**src/rtl/instr_fetch_multi_pkg.sv**
```systemverilog
`default_nettype none
// +----------------------------------------------------------------------+
// | instr_fetch_multi_pkg                                                |
// | Shared types and width helpers for the multi-outstanding fetcher.    |
// | Revision: 1.0                                                        |
// +----------------------------------------------------------------------+
package instr_fetch_multi_pkg;

    typedef logic [31:0] addr_t;

    typedef struct packed {
        addr_t       pc;
        logic [31:0] raw;
    } fetch_entry_t;

    typedef struct packed {
        addr_t       a;
        logic        we;
        logic [3:0]  be;
        logic [31:0] d;
    } mem_req_t;

    // Width that can hold every value 0..n inclusive.
    function automatic int cnt_width(input int n);
        return $clog2(n + 1);
    endfunction

    function automatic int ptr_width(input int n);
        return (n > 1) ? $clog2(n) : 1;
    endfunction

endpackage
`default_nettype wire

```
**src/rtl/instr_fetch_multi_if.sv**
```systemverilog
`default_nettype none
// +----------------------------------------------------------------------+
// | instr_fetch_multi_if                                                 |
// | PC, fetched, flush and memory channels of the fetcher, plus counters.|
// | Revision: 1.0                                                        |
// +----------------------------------------------------------------------+
interface instr_fetch_multi_if
    import instr_fetch_multi_pkg::*;
#(
    parameter int MAX_INFLIGHT = 4
);
    localparam int c_CW = cnt_width(MAX_INFLIGHT);

    logic            pc_valid;
    logic            pc_ready;
    addr_t           pc_data;

    logic            fetched_valid;
    logic            fetched_ready;
    fetch_entry_t    fetched_data;

    logic            flush;

    logic            mem_req_valid;
    logic            mem_req_ready;
    mem_req_t        mem_req_data;

    logic            mem_resp_valid;
    logic            mem_resp_ready;
    logic [31:0]     mem_resp_data;

    logic [c_CW-1:0] dbg_outstanding;
    logic [c_CW-1:0] dbg_buffered;
    logic [c_CW-1:0] dbg_drop_cnt;

    modport master (
        input  pc_valid, pc_data, output pc_ready,
        output fetched_valid, fetched_data, input fetched_ready,
        input  flush,
        output mem_req_valid, mem_req_data, input mem_req_ready,
        input  mem_resp_valid, mem_resp_data, output mem_resp_ready,
        output dbg_outstanding, dbg_buffered, dbg_drop_cnt
    );

    modport slave (
        output pc_valid, pc_data, input pc_ready,
        input  fetched_valid, fetched_data, output fetched_ready,
        output flush,
        input  mem_req_valid, mem_req_data, output mem_req_ready,
        output mem_resp_valid, mem_resp_data, input mem_resp_ready,
        input  dbg_outstanding, dbg_buffered, dbg_drop_cnt
    );

endinterface
`default_nettype wire

```
**src/rtl/instr_fetch_multi_ring.sv**
```systemverilog
`default_nettype none
// +----------------------------------------------------------------------+
// | fetch_ring                                                           |
// | PC/data ring with head (drain), tail (issue) and response pointers.  |
// | Revision: 1.0                                                        |
// +----------------------------------------------------------------------+
module fetch_ring
    import instr_fetch_multi_pkg::*;
#(
    parameter int DEPTH = 4
) (
    input  wire logic         clk,
    input  wire logic         rst,
    input  wire logic         i_push,
    input  wire addr_t        i_push_pc,
    input  wire logic         i_resp_adv,
    input  wire logic         i_resp_wr,
    input  wire logic [31:0]  i_resp_raw,
    input  wire logic         i_pop,
    input  wire logic         i_align,
    output fetch_entry_t      o_head
);
    localparam int c_PW = ptr_width(DEPTH);

    addr_t           r_pc_mem  [DEPTH];
    logic [31:0]     r_raw_mem [DEPTH];
    logic [c_PW-1:0] r_head;
    logic [c_PW-1:0] r_tail;
    logic [c_PW-1:0] r_resp;

    function automatic logic [c_PW-1:0] next_ptr(input logic [c_PW-1:0] p);
        return (p == c_PW'(DEPTH - 1)) ? '0 : p + c_PW'(1);
    endfunction

    always_ff @(posedge clk) begin
        if (!rst) begin
            r_head <= '0;
            r_tail <= '0;
            r_resp <= '0;
        end else if (i_align) begin
            // Everything in flight is abandoned; restart from the issue point.
            r_head <= r_tail;
            r_resp <= r_tail;
        end else begin
            if (i_push)     r_tail <= next_ptr(r_tail);
            if (i_resp_adv) r_resp <= next_ptr(r_resp);
            if (i_pop)      r_head <= next_ptr(r_head);
        end
    end

    always_ff @(posedge clk) begin
        if (i_push)    r_pc_mem[r_tail]  <= i_push_pc;
        if (i_resp_wr) r_raw_mem[r_resp] <= i_resp_raw;
    end

    assign o_head = fetch_entry_t'{pc: r_pc_mem[r_head], raw: r_raw_mem[r_head]};

endmodule
`default_nettype wire

```
**src/rtl/instr_fetch_multi.sv**
```systemverilog
`default_nettype none
// +----------------------------------------------------------------------+
// | instr_fetch_multi                                                    |
// | Credit-limited in-order fetcher with response bypass and flush drop. |
// | Revision: 1.0                                                        |
// +----------------------------------------------------------------------+
module instr_fetch_multi
    import instr_fetch_multi_pkg::*;
#(
    parameter int MAX_INFLIGHT = 4
) (
    input  wire logic           clk,
    input  wire logic           rst,
    instr_fetch_multi_if.master bus
);
    localparam int c_CW = cnt_width(MAX_INFLIGHT);
    localparam int c_SW = c_CW + 2;
    localparam logic [c_SW-1:0] c_MAX = c_SW'(MAX_INFLIGHT);

    logic [c_CW-1:0] r_outstanding;
    logic [c_CW-1:0] r_buffered;
    logic [c_CW-1:0] r_drop_cnt;

    logic            w_run;
    logic [c_SW-1:0] w_inflight;
    logic            w_issue;
    logic            w_resp;
    logic            w_discard;
    logic            w_keep;
    logic            w_bypass_mode;
    logic            w_drain;
    logic            w_bypass_drain;
    fetch_entry_t    w_head;

    assign w_run = rst;

    // Dropped-but-pending responses still occupy memory-side slots.
    assign w_inflight = c_SW'(r_outstanding) + c_SW'(r_buffered) + c_SW'(r_drop_cnt);

    assign bus.mem_req_valid  = w_run && bus.pc_valid && !bus.flush && (w_inflight < c_MAX);
    assign bus.mem_req_data   = mem_req_t'{a: bus.pc_data, we: 1'b0, be: 4'hF, d: 32'h0};
    assign bus.pc_ready       = bus.mem_req_valid && bus.mem_req_ready;
    assign w_issue            = bus.pc_ready;

    assign bus.mem_resp_ready = w_run;
    assign w_resp             = w_run && bus.mem_resp_valid;
    assign w_discard          = w_resp && (r_drop_cnt != '0);
    assign w_keep             = w_resp && (r_drop_cnt == '0);

    assign w_bypass_mode      = (r_buffered == '0) && (r_drop_cnt == '0);
    assign bus.fetched_valid  = w_run && !bus.flush &&
                                ((r_buffered != '0) || (w_bypass_mode && bus.mem_resp_valid));
    assign bus.fetched_data   = w_bypass_mode ?
                                fetch_entry_t'{pc: w_head.pc, raw: bus.mem_resp_data} : w_head;
    assign w_drain            = bus.fetched_valid && bus.fetched_ready;
    assign w_bypass_drain     = w_drain && (r_buffered == '0);

    always_ff @(posedge clk) begin
        if (!rst) begin
            r_outstanding <= '0;
            r_buffered    <= '0;
            r_drop_cnt    <= '0;
        end else if (bus.flush) begin
            // A response landing in the flush cycle is retired from the sum.
            r_drop_cnt    <= r_drop_cnt + r_outstanding - c_CW'(w_resp);
            r_outstanding <= '0;
            r_buffered    <= '0;
        end else begin
            r_drop_cnt    <= r_drop_cnt - c_CW'(w_discard);
            r_outstanding <= r_outstanding + c_CW'(w_issue) - c_CW'(w_keep);
            r_buffered    <= r_buffered + c_CW'(w_keep && !w_bypass_drain)
                                        - c_CW'(w_drain && !w_bypass_drain);
        end
    end

    fetch_ring #(
        .DEPTH (MAX_INFLIGHT)
    ) u_ring (
        .clk        (clk),
        .rst        (rst),
        .i_push     (w_issue),
        .i_push_pc  (bus.pc_data),
        .i_resp_adv (w_keep && !bus.flush),
        .i_resp_wr  (w_keep && !w_bypass_drain && !bus.flush),
        .i_resp_raw (bus.mem_resp_data),
        .i_pop      (w_drain),
        .i_align    (bus.flush),
        .o_head     (w_head)
    );

    assign bus.dbg_outstanding = r_outstanding;
    assign bus.dbg_buffered    = r_buffered;
    assign bus.dbg_drop_cnt    = r_drop_cnt;

    a_no_orphan_resp: assert property (@(posedge clk) disable iff (!rst)
        !(bus.mem_resp_valid && (r_outstanding == '0) && (r_drop_cnt == '0)));

endmodule
`default_nettype wire

```
**src/flat_wrapper.sv**
```systemverilog
// flat-port wrapper written by rule: the top's interface ports become plain ports
module instr_fetch_multi_flat import instr_fetch_multi_pkg::*;
#(
    parameter int MAX_INFLIGHT = 4
)
  (clk, rst, bus_pc_valid, bus_pc_data, bus_pc_ready, bus_fetched_valid, bus_fetched_data, bus_fetched_ready, bus_flush, bus_mem_req_valid, bus_mem_req_data, bus_mem_req_ready, bus_mem_resp_valid, bus_mem_resp_data, bus_mem_resp_ready, bus_dbg_outstanding, bus_dbg_buffered, bus_dbg_drop_cnt);
  instr_fetch_multi_if #(.MAX_INFLIGHT(MAX_INFLIGHT)) bus_i ();
  input  wire logic clk;
  input  wire logic rst;
  input wire logic [$bits(bus_i.pc_valid)-1:0] bus_pc_valid;
  input wire logic [$bits(bus_i.pc_data)-1:0] bus_pc_data;
  output wire logic [$bits(bus_i.pc_ready)-1:0] bus_pc_ready;
  output wire logic [$bits(bus_i.fetched_valid)-1:0] bus_fetched_valid;
  output wire logic [$bits(bus_i.fetched_data)-1:0] bus_fetched_data;
  input wire logic [$bits(bus_i.fetched_ready)-1:0] bus_fetched_ready;
  input wire logic [$bits(bus_i.flush)-1:0] bus_flush;
  output wire logic [$bits(bus_i.mem_req_valid)-1:0] bus_mem_req_valid;
  output wire logic [$bits(bus_i.mem_req_data)-1:0] bus_mem_req_data;
  input wire logic [$bits(bus_i.mem_req_ready)-1:0] bus_mem_req_ready;
  input wire logic [$bits(bus_i.mem_resp_valid)-1:0] bus_mem_resp_valid;
  input wire logic [$bits(bus_i.mem_resp_data)-1:0] bus_mem_resp_data;
  output wire logic [$bits(bus_i.mem_resp_ready)-1:0] bus_mem_resp_ready;
  output wire logic [$bits(bus_i.dbg_outstanding)-1:0] bus_dbg_outstanding;
  output wire logic [$bits(bus_i.dbg_buffered)-1:0] bus_dbg_buffered;
  output wire logic [$bits(bus_i.dbg_drop_cnt)-1:0] bus_dbg_drop_cnt;
  assign bus_i.pc_valid = bus_pc_valid;
  assign bus_i.pc_data = bus_pc_data;
  assign bus_pc_ready = bus_i.pc_ready;
  assign bus_fetched_valid = bus_i.fetched_valid;
  assign bus_fetched_data = bus_i.fetched_data;
  assign bus_i.fetched_ready = bus_fetched_ready;
  assign bus_i.flush = bus_flush;
  assign bus_mem_req_valid = bus_i.mem_req_valid;
  assign bus_mem_req_data = bus_i.mem_req_data;
  assign bus_i.mem_req_ready = bus_mem_req_ready;
  assign bus_i.mem_resp_valid = bus_mem_resp_valid;
  assign bus_i.mem_resp_data = bus_mem_resp_data;
  assign bus_mem_resp_ready = bus_i.mem_resp_ready;
  assign bus_dbg_outstanding = bus_i.dbg_outstanding;
  assign bus_dbg_buffered = bus_i.dbg_buffered;
  assign bus_dbg_drop_cnt = bus_i.dbg_drop_cnt;
  instr_fetch_multi #(.MAX_INFLIGHT(MAX_INFLIGHT)) u_core (.clk(clk), .rst(rst), .bus(bus_i));
endmodule
```
**config.mk**
```make
export PLATFORM = sky130hd
export DESIGN_NAME = instr_fetch_multi_flat
export DESIGN_NICKNAME = d
export VERILOG_FILES = /design/src/rtl/instr_fetch_multi_pkg.sv /design/src/rtl/instr_fetch_multi_if.sv /design/src/rtl/instr_fetch_multi_ring.sv /design/src/rtl/instr_fetch_multi.sv /design/src/flat_wrapper.sv
export SDC_FILE = /design/constraint.sdc
export NUM_CORES = 1
export LEC_CHECK = 0
export CORE_MARGIN = 5
export CORE_UTILIZATION = 56
export CTS_BUF_LIST = sky130_fd_sc_hd__clkbuf_16
export CTS_CLUSTER_DIAMETER = 60
export CTS_CLUSTER_SIZE = 24
export DETAILED_ROUTE_END_ITERATION = 6
export PLACE_DENSITY = 0.89
export SLEW_MARGIN = 20
export SYNTH_ARGS = -nofsm -noshare
export SYNTH_HDL_FRONTEND = slang
export SYNTH_SLANG_ARGS = --single-unit
```
**constraint.sdc**
```tcl
create_clock -name clk -period 6.55 [get_ports clk]
set_input_delay 1.31 -clock clk [delete_from_list [all_inputs] [get_ports clk]]
set_output_delay 1.31 -clock clk [all_outputs]
set_load 0.1 [all_outputs]
```
==> flow_metrics.py <==
metrics = {
    "final_layout": {
        "fillCellCount": 1287,
        "drive_gt1_share_pct": 19.3,
        "final_area_sq_um": 13700,
        "fin_nets": 828,
        "area_delta_synth_final_pct": 19.6,
        "antenna_cells": 0,
    },
    "placed_design": {
        "dpl_cell_area_sq_um": 13100,
        "dpl.hpwl_mm": 14.1,
        "gp_congestion": 0.872,
        "numPortBuffers": 179,
    },
    "clocking": {
        "post_cts_resize_count": 0,
        "cts_buffers": 17,
        "cts_tree": "built",
        "cts_root_buffer": "clkbuf_16",
        "cts_setup_buffers": 0,
        "cts_buffer_depth": 3,
        "insertion_delay_ns": 0.48,
        "cts_hold_buf": 0,
        "clk_pin_slew_ns": 0.08,
        "cts.sinks": 273,
        "cts_max_level": 1,
    },
    "floorplanning": {
        "die_h_microns": 153,
        "chipWidth_microns": 153,
        "floorplan.die_area_sq_um": 23400,
        "num_rows": 52,
        "coreArea_sq_um": 20200,
        "initial_core_util_pct": 56.7,
        "pin_count": 217,
    },
    "global_route": {
        "gr-max-usage-layer": "met2",
        "grt_max_degree": 50,
        "track_usage_pct": 18.3,
        "grt_pass1_wl_mm": 34.0,
        "met1_usage_pct": 24.6,
        "met3_usage_pct": 3.08,
        "grt_pass1_vias": 6008,
        "grt_overflow_total": 0,
        "gr-usage-met2_pct": 31.8,
        "antenna_found_initial": 0,
    },
    "yosys": {
        "syn_avg_cell_area_sq_um": 19.8,
        "synth_top_area_cell": "edfxtp_1",
        "ys_ff_latch": 273,
        "syn_inst": 577,
        "synth_flop_cell": "edfxtp_1",
        "synth_top_area_share_pct": 67.3,
        "synth_most_common_cell": "edfxtp_1",
        "yosys_warnings": 0,
        "synth_edf_count": 256,
        "seq_area_frac_synth_pct": 70.3,
        "yosys-top-cells-count": "edfxtp_1, buf_4, mux4_2",
        "synth.area.top_cells": "edfxtp_1, mux4_2, buf_4",
        "syn_area_sq_um": 11400,
        "async_reset_ff_share_pct": 0,
        "yosysUniqueCellTypes": 36,
    },
    "detailed_routing": {
        "drt_wl_total_mm": 21.8,
        "drcViolationCount": 0,
        "detail-route-antenna-nets": 0,
        "routedWlPerCell_microns": 21.6,
        "viasPerCell": 5.48,
        "firstDrtPassIters": 5,
        "initialDrtViolationCount": 368,
        "num_vias": 5542,
    },
    "setup_path": {
        "critPathKind": "in2out",
        "cp.required_ns": 5.24,
        "crit_slowest_cell": "clkdlybuf4s50_1",
        "worst-r2r-setup-slack_ns": 2.85,
        "slowest_delay_ns": 1.16,
        "startpoint_type": "input pin",
        "cp_max_fo": 14,
        "crit_path_end_kind": "primary output",
        "cp_cell_sequence": "clkdlybuf4s50_1 -> nor4b_2 -> o2111a_2 -> and2_1 -> clkdlybuf4s50_1",
        "rr_endpoint": "u_core.bus.dbg_outstanding[2]",
        "rr_worst_depth": 16,
        "arrival_ns": 3.95,
        "cp_common_cell": "clkdlybuf4s50_1",
        "r2r-start": "u_core.bus.dbg_buffered[0]",
    },
    "min_path": {
        "hold_depth": 2,
        "worstHoldEndpoint": "u_core.u_ring.r_tail[1]",
        "hold_path_class": "reg2reg",
        "hold_start": "u_core.u_ring.r_tail[1]",
    },
    "sta": {
        "clock_skew_ns": 0.0106,
        "finalCriticalPeriod_ns": 5.26,
        "drv_slew": 0,
        "hold_violations": 0,
        "finalSetupTns_ns": 0,
        "period_share_pct": 80.2,
        "setup_viol": 0,
        "fmax_mhz": 190,
        "worst_pin_slew_ns": 1.06,
        "rsz0062_at_grt": "no",
        "relSlewSlack_pct": 29.1,
    },
    "outcome": {
        "outcome": "completed",
    },
    "power_and_ir_drop": {
        "power.density_nw_per_um2": 326,
        "p_leak_nw": 4.55,
        "peakVddDrop_mv": 0.200,
    },
    "run": {
        "cap_viol_max_count": 0,
    },
}
## report_power, final
| group | switching [mW] | total [mW] | internal, mW |
|---|---|---|---|
| logic | 1.04 | 1.41 | 0.368 |
| registers | 0.0275 | 1.96 | 1.93 |
| clock network | 0.557 | 1.09 | 0.534 |
## cells by family (layout without fill, tap and decap cells)
logic type / count (synthesis) / count (layout) / share of synthesized area, %
compound gates: 17 / 17 / 1.03
buf+inv: 109 / 238 / 6.55
fa+ha+maj: 26 / 26 / 3.11
flops: 273 / 273 / 70.3
other cells: 2 / 37 / 0.0657
simple gates: 43 / 43 / 2.23
xor+xnor: 9 / 9 / 0.821
mux: 98 / 98 / 15.9
## per-stage QoR
step | hold slack (ns) | utilization, % | cells | power (mW) | worst slack (ns)
floorplan | 0.477 | - | 612 | 3.15 | 1.75
global placement | 0.518 | 64.9 | 981 | 3.39 | 1.37
detailed placement | 0.509 | 64.9 | 981 | 3.41 | 1.28
CTS | 0.521 | 67.6 | 1010 | 4.49 | 1.26
global route | 0.552 | 67.8 | 1011 | 4.61 | 1.08
finish | 0.520 | 67.8 | 1011 | 4.46 | 1.29
## worst max-delay path: cells and delay by family
kind	cells	cell delay (ns)
AO/OA/AOI/OAI	1	0.29
AND/OR/NAND/NOR	2	0.48
buffers and inverters	2	1.86
## worst max path at each step
stage                                          endpoint                  startpoint
after floorplan           u_core.bus.dbg_outstanding[2]  u_core.bus.dbg_buffered[0]
after global placement                     bus_pc_ready                         rst
after detailed placement                   bus_pc_ready                         rst
after CTS                                  bus_pc_ready                         rst
after global routing                       bus_pc_ready                         rst
final                                      bus_pc_ready                         rst
## layout make-up
cell class / instances / area (sq um) / share of cell area (%)
clock inverters: 12 / 123 / 0.897
flip-flops and latches: 273 / 8040 / 58.8
repair buffers: 190 / 1890 / 13.9
clock buffers: 17 / 425 / 3.11
inverters: 19 / 71.3 / 0.522
multi-input cells: 230 / 2780 / 20.4
well taps: 270 / 338 / 2.47
## sequential cells by signal (all words and copies together), names as in the netlist, named ones only
register	cells
u_core.u_ring.r_head	2
u_core.u_ring.r_pc_mem	128
u_core.u_ring.r_tail	2
u_core.bus.dbg_buffered	3
u_core.u_ring.r_resp	2
u_core.bus.dbg_outstanding	3
u_core.u_ring.r_raw_mem	128
u_core.bus.dbg_drop_cnt	3
## per-layer routing
metal,share of wire (%),vias up
met5,0,-
met4,1.8,0
met3,6.3,27
met2,52,217
met1,40,2837
li1,-,2461
## layout by cell type, fill, tap and decap left out, types with 10 or more instances in the layout
cell type | Yosys | layout
inv_1 | 19 | 22
edfxtp_1 | 256 | 256
clkdlybuf4s50_1 | 0 | 179
buf_4 | 75 | 10
dfxtp_1 | 17 | 15
mux2_2 | 32 | 32
ha_1 | 22 | 22
mux4_2 | 64 | 64
clkbuf_16 | 0 | 17
conb_1 | 2 | 37
and2_1 | 12 | 12
(Power assumes the default switching activity.)
